File: src/rtl/wddl_pkg.sv
// Shared definitions for the WDDL dual-rail register stage.
//   state_e    : stage FSM encoding (PRE, WAIT, EVAL, DONE)
//   PRECHARGE  : rail value driven during the precharge wave
//   cnt_width  : width of the phase counter for given EVAL/PRE cycle counts
package wddl_pkg;

    typedef enum logic [1:0] {
        StPre  = 2'd0,
        StWait = 2'd1,
        StEval = 2'd2,
        StDone = 2'd3
    } state_e;

    // Both rails low is the precharge (spacer) codeword.
    localparam logic PRECHARGE = 1'b0;

    // One extra bit over the largest terminal count so the counter can never wrap.
    function automatic int unsigned cnt_width(input int unsigned eval_cycles,
                                              input int unsigned pre_cycles);
        int unsigned max_cycles;
        max_cycles = (eval_cycles > pre_cycles) ? eval_cycles : pre_cycles;
        return unsigned'($clog2(max_cycles)) + 1;
    endfunction

endpackage

File: src/rtl/wddl_rail_check.sv
// Combinational dual-rail codeword checker.
//   d_p_i, d_n_i : true / false rails of the incoming word
//   err_o        : per-bit flag, set where the rails are not complementary
//   any_err_o    : OR of err_o
module wddl_rail_check #(
    parameter int unsigned WIDTH = 1
) (
    input  logic [WIDTH-1:0] d_p_i,
    input  logic [WIDTH-1:0] d_n_i,
    output logic [WIDTH-1:0] err_o,
    output logic             any_err_o
);

    always_comb begin
        err_o     = ~(d_p_i ^ d_n_i);
        any_err_o = |err_o;
    end

endmodule

File: src/rtl/wddl_dr_stage.sv
// Dual-rail register stage feeding WDDL XOR operand trees.
// Captures one word per handshake, drives it for an evaluation window, holds it until
// downstream accepts, then precharges all rails to 0/0 before the next capture.
//   clk, rst_n           : clock, asynchronous active-low reset
//   in_valid / in_ready  : upstream handshake; d_p_in / d_n_in sampled on capture
//   out_valid / out_ready: downstream handshake; d_p_out / d_n_out drive the XOR tree
//   err_clr              : clears code_err and err_mask
//   code_err             : sticky flag, some captured bit had p == n
//   err_mask             : offending bits of the most recent faulty capture
module wddl_dr_stage
    import wddl_pkg::*;
#(
    parameter int unsigned WIDTH       = 1,
    parameter int unsigned EVAL_CYCLES = 2,
    parameter int unsigned PRE_CYCLES  = 1
) (
    input  logic             clk,
    input  logic             rst_n,
    input  logic             in_valid,
    output logic             in_ready,
    input  logic [WIDTH-1:0] d_p_in,
    input  logic [WIDTH-1:0] d_n_in,
    output logic             out_valid,
    input  logic             out_ready,
    output logic [WIDTH-1:0] d_p_out,
    output logic [WIDTH-1:0] d_n_out,
    input  logic             err_clr,
    output logic             code_err,
    output logic [WIDTH-1:0] err_mask
);

    localparam int unsigned      CntW      = cnt_width(EVAL_CYCLES, PRE_CYCLES);
    localparam logic [CntW-1:0]  PreLast   = CntW'(PRE_CYCLES - 1);
    localparam logic [CntW-1:0]  EvalLast  = CntW'(EVAL_CYCLES - 1);
    localparam logic [WIDTH-1:0] RailsIdle = {WIDTH{PRECHARGE}};

    state_e            state_q, state_d;
    logic [CntW-1:0]   cnt_q, cnt_d;
    logic [WIDTH-1:0]  p_q, p_d;
    logic [WIDTH-1:0]  n_q, n_d;
    logic              in_ready_q, in_ready_d;
    logic              out_valid_q, out_valid_d;
    logic              code_err_q, code_err_d;
    logic [WIDTH-1:0]  err_mask_q, err_mask_d;

    logic [WIDTH-1:0]  chk_err;
    logic              chk_any;
    logic              capture;

    wddl_rail_check #(
        .WIDTH (WIDTH)
    ) u_rail_check (
        .d_p_i     (d_p_in),
        .d_n_i     (d_n_in),
        .err_o     (chk_err),
        .any_err_o (chk_any)
    );

    always_comb begin
        state_d    = state_q;
        cnt_d      = cnt_q;
        p_d        = p_q;
        n_d        = n_q;
        capture    = 1'b0;
        code_err_d = code_err_q;
        err_mask_d = err_mask_q;

        unique case (state_q)
            StPre: begin
                if (cnt_q == PreLast) begin
                    state_d = StWait;
                    cnt_d   = '0;
                end else begin
                    cnt_d = cnt_q + CntW'(1);
                end
            end
            StWait: begin
                // in_ready is exactly "state is WAIT", so in_valid alone completes the handshake.
                if (in_valid) begin
                    state_d = StEval;
                    cnt_d   = '0;
                    p_d     = d_p_in;
                    n_d     = d_n_in;
                    capture = 1'b1;
                end
            end
            StEval: begin
                if (cnt_q == EvalLast) begin
                    state_d = StDone;
                end else begin
                    cnt_d = cnt_q + CntW'(1);
                end
            end
            StDone: begin
                if (out_ready) begin
                    state_d = StPre;
                    cnt_d   = '0;
                    p_d     = RailsIdle;
                    n_d     = RailsIdle;
                end
            end
            default: begin
                state_d = StPre;
                cnt_d   = '0;
                p_d     = RailsIdle;
                n_d     = RailsIdle;
            end
        endcase

        // A faulty capture overrides a same-cycle clear.
        if (err_clr) begin
            code_err_d = 1'b0;
            err_mask_d = '0;
        end
        if (capture && chk_any) begin
            code_err_d = 1'b1;
            err_mask_d = chk_err;
        end

        in_ready_d  = (state_d == StWait);
        out_valid_d = (state_d == StDone);
    end

    always_ff @(posedge clk or negedge rst_n) begin
        if (!rst_n) begin
            state_q     <= StPre;
            cnt_q       <= '0;
            p_q         <= RailsIdle;
            n_q         <= RailsIdle;
            in_ready_q  <= 1'b0;
            out_valid_q <= 1'b0;
            code_err_q  <= 1'b0;
            err_mask_q  <= '0;
        end else begin
            state_q     <= state_d;
            cnt_q       <= cnt_d;
            p_q         <= p_d;
            n_q         <= n_d;
            in_ready_q  <= in_ready_d;
            out_valid_q <= out_valid_d;
            code_err_q  <= code_err_d;
            err_mask_q  <= err_mask_d;
        end
    end

    assign in_ready  = in_ready_q;
    assign out_valid = out_valid_q;
    assign d_p_out   = p_q;
    assign d_n_out   = n_q;
    assign code_err  = code_err_q;
    assign err_mask  = err_mask_q;

endmodule
File: config.mk
export PLATFORM = sky130hd
export DESIGN_NAME = wddl_dr_stage
export DESIGN_NICKNAME = d
export VERILOG_FILES = /design/src/rtl/wddl_pkg.sv /design/src/rtl/wddl_rail_check.sv /design/src/rtl/wddl_dr_stage.sv
export SDC_FILE = /design/constraint.sdc
export NUM_CORES = 1
export LEC_CHECK = 0
export BUFFER_PORTS_ARGS = -buffer_cell sky130_fd_sc_hd__buf_2
export CORE_MARGIN = 4
export CORE_UTILIZATION = 35
export DETAILED_ROUTE_END_ITERATION = 10
export PLACE_DENSITY = 0.6
export SLEW_MARGIN = 20
export SYNTH_ARGS = -nofsm -noshare
export SYNTH_HDL_FRONTEND = slang
export SYNTH_SLANG_ARGS = --single-unit
export TNS_END_PERCENT = 20
File: constraint.sdc
create_clock -name clk -period 1.1 [get_ports clk]
set_input_delay 0.165 -clock clk [delete_from_list [all_inputs] [get_ports clk]]
set_output_delay 0.165 -clock clk [all_outputs]
set_load 0.1 [all_outputs]
After elaboration in Yosys (flattened, before gate mapping) --
Index checks and enable logic that the tools add are counted.
Operators by class: bitwise gates (word level) 2, eq/ne operators 9, mux-type cells 20, add/sub/neg operators 1, reduce and logical (&&, ||, !) cells 7
Operators with widths (count):
- 2-bit 2-to-1 mux | 8
- 2-bit one-hot mux with 4 select lines | 2
- 1-bit 2-to-1 mux | 8
- 2-bit by 1-bit == test with 1-bit output, second input constant | 3
- 2-bit == test, second input constant | 3
- 2-bit != test, second input constant | 3
- 3-bit AND reduction | 2
- 2-bit logical NOT | 2
- 1-bit one-hot mux with 2 select lines | 2
- 2-bit nonzero test | 2
- 2-bit by 1-bit adder with 2-bit output, second input constant | 1
- 1-bit logical AND | 1
- 1-bit NOT | 1
- 1-bit bitwise XOR | 1
Word-level totals: bits of input ports 7, register bits 10

Logic depth before layout (Yosys ltp) --
depth after elaboration 4, mapped depth 5

By module --
Synthesis repeated with hierarchy kept, for this count alone.
Second synthesis, totals: cells, all modules 51, area total of the unflattened synthesis 566.8 µm²
Modules (own cells, without submodules):
- wddl_dr_stage | instances 1, area each 550.5 µm², cells an instance 49
- wddl_rail_check | instances 1, area each 16.3 µm², cells an instance 2

Worst setup path before layout --
No wires, ideal clock.
kind register -> output, from register err_mask_q (netlist: err_mask), to output err_mask, slack -0.405 ns, data required time 0.935 ns, cell stages (with the launch flop) 2, arrival 1.340 ns, buffers on the path 1, path through dfrtp_1 -> buf_4
RTL lines:
- from (decl) | RTL line wddl_dr_stage.sv:44 | logic [WIDTH-1:0] err_mask_q, err_mask_d;
- from (signal assigned) | RTL line wddl_dr_stage.sv:142 | err_mask_q <= err_mask_d;
- to (decl) | RTL line wddl_dr_stage.sv:29 | output logic [WIDTH-1:0] err_mask
No word-level cell between the ends.

Worst setup path in the final report --
from register cnt_q[1], to register cnt_q[0]
Between the ends: longest elaborated chain between the ends 3, elaborated cells between the ends (all ways) 6, classes of those cells eq/ne (2); mux (2); reduce/logical (2)
RTL lines:
- from (decl) | RTL line wddl_dr_stage.sv:38 | logic [CntW-1:0] cnt_q, cnt_d;
- from (signal assigned) | RTL line wddl_dr_stage.sv:136 | cnt_q <= cnt_d;
- 2-bit by 1-bit == test with 1-bit output / 2-bit logical NOT (equally long branches) | RTL line wddl_dr_stage.sv:88, wddl_dr_stage.sv:70
- 2-bit != test (no source line) / 2-bit 2-to-1 mux (equally long branches)
- 3-bit AND reduction (no source line) / 2-bit one-hot mux with 4 select lines (equally long branches)
Parallel ways exist; a longest one is shown, timed or not. A chain may end at the register's enable or synchronous reset.

==> impl_metrics.prom <==
# TYPE chip_impl_metric gauge
chip_impl_metric{name="antenna_cells_inserted",unit=""} 0
chip_impl_metric{name="final_cells",unit=""} 82
chip_impl_metric{name="detailedPlace.worstSlack",unit="ns"} -0.0972
chip_impl_metric{name="timing.max_cap.violations",unit=""} 0
chip_impl_metric{name="dr_total_vias",unit=""} 425
chip_impl_metric{name="htree_levels",unit=""} 1
chip_impl_info{name="worst_path_max_delay_cell",value="sky130_fd_sc_hd__dfrtp_1"} 1
chip_impl_metric{name="critical-path-max-stage-delay",unit="ns"} 0.37
chip_impl_metric{name="detail_route.wl_per_cell",unit="microns"} 13.7
chip_impl_metric{name="residual_overflow_from_global_routing",unit=""} 0
chip_impl_metric{name="synth_seq_area_share",unit=""} 0.460
chip_impl_metric{name="synth.yosys.warnings",unit=""} 0
chip_impl_info{name="crit_chain",value="inv_2, ha_4, nor4b_4, a31oi_1, o311ai_1"} 1
chip_impl_metric{name="final.period_utilization",unit=""} 1.03
chip_impl_metric{name="design.die.area",unit="sq um"} 2060
chip_impl_metric{name="avgSynthCellArea",unit="sq um"} 10.6
chip_impl_info{name="critical_path.startpoint_type",value="flop"} 1
chip_impl_metric{name="setup_viol",unit=""} 4
chip_impl_info{name="endpoint_class_of_the_critical_path",value="flop"} 1
chip_impl_metric{name="avgViaCountPerCell",unit=""} 5.18
chip_impl_metric{name="whs",unit="ns"} 0.114
chip_impl_metric{name="final.setup.tns",unit="ns"} -0.0899
chip_impl_metric{name="max_slew.worst_pin.slew",unit="ns"} 0.215
chip_impl_metric{name="max_slew_violation_count",unit=""} 0
chip_impl_metric{name="power.density_cell_area",unit="nW/um^2"} 3450
chip_impl_metric{name="synth_area",unit="sq um"} 489
chip_impl_metric{name="vdd_ir_drop_max",unit="uV"} 1570
chip_impl_metric{name="grt_pass1_vias",unit=""} 403
chip_impl_metric{name="chip_height",unit="microns"} 45.4
chip_impl_info{name="root_buffer_cell",value="sky130_fd_sc_hd__clkbuf_4"} 1
chip_impl_metric{name="postLayoutCoreUtil",unit=""} 0.601
chip_impl_metric{name="fin_worst_skew",unit="ns"} 0.000895
chip_impl_metric{name="globalRouteTotalUtil",unit=""} 0.124
chip_impl_info{name="min_path_type",value="primary input to flop"} 1
chip_impl_metric{name="cts.path.max_buffers",unit=""} 2
chip_impl_metric{name="antenna_found_initial",unit=""} 0
chip_impl_info{name="rsz0062_at_grt",value="yes"} 1
chip_impl_metric{name="fmax",unit="GHz"} 0.879
chip_impl_metric{name="synthCells",unit=""} 46
chip_impl_info{name="cp_top_family",value="flip-flops"} 1
chip_impl_metric{name="grt_start_max_net_pins",unit=""} 12
chip_impl_info{name="r2r-start",value="cnt_q[1]"} 1
chip_impl_metric{name="remaining_drc_errors",unit=""} 0
chip_impl_metric{name="numClockSinks",unit=""} 9
chip_impl_metric{name="ys_types",unit=""} 22
chip_impl_metric{name="route.antenna.remaining_nets",unit=""} 0
chip_impl_metric{name="placeableCoreArea",unit="sq um"} 1300
chip_impl_info{name="violations",value="negative setup slack"} 1
chip_impl_metric{name="syn_to_final_growth",unit="%"} 59.8
chip_impl_metric{name="replace_congestion",unit=""} 0.787
chip_impl_metric{name="design_area",unit="sq um"} 782
chip_impl_metric{name="relSlewSlack",unit=""} 0.854
chip_impl_metric{name="share_of_final_layout_standard_cells_stronger_than_drive_strength_1",unit=""} 0.522
chip_impl_metric{name="drt_wl_total",unit="mm"} 1.13
chip_impl_metric{name="total_power_after_layout",unit="mW"} 2.70
chip_impl_metric{name="power.static_leakage",unit="nW"} 0.341
chip_impl_metric{name="post-route-worst-setup-slack",unit="ns"} -0.0373
chip_impl_metric{name="placed_cell_area",unit="sq um"} 677
chip_impl_info{name="worst_hold_path_startpoint",value="err_clr"} 1
chip_impl_metric{name="wp_buf_inv",unit=""} 1
chip_impl_info{name="run_status",value="finished with violations"} 1
chip_impl_info{name="timing.setup.critical_path_class",value="flop to flop"} 1
chip_impl_metric{name="critical_path_peak_fanout",unit=""} 3
chip_impl_metric{name="cts_made_buffers",unit=""} 3
chip_impl_info{name="most_frequent_standard_cell_in_the_layout_excluding_fill_and_tap_cells",value="sky130_fd_sc_hd__buf_4"} 1
chip_impl_metric{name="worstPathRequired",unit="ns"} 1.26
chip_impl_metric{name="arrival_time_worst_endpoint",unit="ns"} 1.29
chip_impl_metric{name="drt-pass1-iter-count",unit=""} 6
chip_impl_info{name="timing.critical_path.from",value="cnt_q[1]"} 1
chip_impl_metric{name="post_cts_clock_slew_at_the_launch_and_capture_registers_of_the_worst_setup_and_hold_paths",unit="ns"} 0.06
chip_impl_metric{name="die_width",unit="microns"} 45.4
chip_impl_metric{name="ys_ff_latch",unit=""} 9
chip_impl_metric{name="hold_violations",unit=""} 0
chip_impl_metric{name="finish.net_count",unit=""} 78
chip_impl_metric{name="synth_nets",unit=""} 56
chip_impl_info{name="cts_tree",value="done"} 1
chip_impl_metric{name="floorplan.rows",unit=""} 13
chip_impl_metric{name="clock_latency",unit="ns"} 0.25
chip_impl_metric{name="placed_cells",unit=""} 75
chip_impl_info{name="final_cell_mix",value="sky130_fd_sc_hd__buf_4, sky130_fd_sc_hd__buf_2, sky130_fd_sc_hd__buf_12, sky130_fd_sc_hd__a31oi_1, sky130_fd_sc_hd__dfrtp_1"} 1
chip_impl_metric{name="port_buffers",unit=""} 12
chip_impl_metric{name="floorplan.io_pins",unit=""} 13
chip_impl_metric{name="grt_pass1_wl",unit="mm"} 1.79
chip_impl_metric{name="dp_hpwl",unit="microns"} 798
chip_impl_metric{name="first_iter_violations",unit=""} 17
chip_impl_metric{name="initial_core_util",unit=""} 0.376
chip_impl_metric{name="period_needed",unit="ns"} 1.14
-- worst paths after layout --
check	to	slack (ns)	cells past startpoint
worst max-delay path	cnt_q[0]	-0.04	5
max in group asynchronous	err_mask	0.59	2
worst max register to register	cnt_q[0]	-0.04	5
worst min register to register	d_n_out	0.57	1
worst min-delay path	err_mask	0.11	2
min in group asynchronous	out_valid	0.30	2
-- cells in the mapped netlist --
master,number,area share
sky130_fd_sc_hd__nor4b_1,1,0.018
sky130_fd_sc_hd__inv_1,5,0.038
sky130_fd_sc_hd__o21ai_1,1,0.010
sky130_fd_sc_hd__a31oi_1,4,0.051
sky130_fd_sc_hd__o2bb2ai_1,2,0.036
sky130_fd_sc_hd__dfrtp_1,9,0.46
sky130_fd_sc_hd__buf_6,2,0.046
sky130_fd_sc_hd__o311ai_1,1,0.018
sky130_fd_sc_hd__o21a_1,1,0.015
sky130_fd_sc_hd__nor2_1,1,0.0077
sky130_fd_sc_hd__nand3_1,2,0.020
sky130_fd_sc_hd__a211oi_2,1,0.026
sky130_fd_sc_hd__buf_4,1,0.015
sky130_fd_sc_hd__a21boi_0,1,0.015
sky130_fd_sc_hd__o21ai_0,1,0.010
sky130_fd_sc_hd__ha_1,3,0.077
sky130_fd_sc_hd__nor2b_1,2,0.026
sky130_fd_sc_hd__xnor2_1,1,0.018
sky130_fd_sc_hd__a21oi_1,1,0.010
sky130_fd_sc_hd__mux2i_1,2,0.041
sky130_fd_sc_hd__o22ai_1,2,0.026
sky130_fd_sc_hd__nand2_1,2,0.015
-- cell type report --
cell class,count,area (sq um)
Timing Repair Buffer,20,213
Tap cell,15,18.8
Clock buffer,4,26.3
Fill cell,112,519
Multi-Input combinational cell,29,267
Inverter,5,18.8
Sequential cell,9,239
-- sequential cells by signal, indices dropped and copies added (netlist names) --
register	count
cnt_q	2
d_n_out	1
d_p_out	1
err_mask	1
in_ready	1
out_valid	1
state_q	2
-- power by group --
part | internal, mW | switching [mW] | total (mW)
Sequential | 0.505 | 0.211 | 0.715
Clock | 0.140 | 0.111 | 0.250
Combinational | 0.760 | 0.973 | 1.73
Total | 1.40 | 1.29 | 2.70
-- timing repair --
action                     CTS  global route
setup endpoints to repair    5            10
setup buffers                2             0
hold buffers                 1             0
hold endpoints to repair     9             0
resized for setup            8             6
pin swaps                    3             0
-- metal layers --
metal,GRT usage,vias up,share of wire
li1,-,205,-
met3,0.0356,4,0.069
met1,0.140,199,0.42
met2,0.223,17,0.50
met5,0,-,0
met4,0.0351,0,0.014
-- cell families after synthesis --
logic type / count (synthesis) / share of synthesized area
mux: 2 / 0.0409
flops: 9 / 0.460
xor+xnor: 1 / 0.0179
fa+ha+maj: 3 / 0.0767
simple gates: 8 / 0.0870
compound gates: 15 / 0.217
buf+inv: 8 / 0.0998
Power figures use the tool's default switching activity.
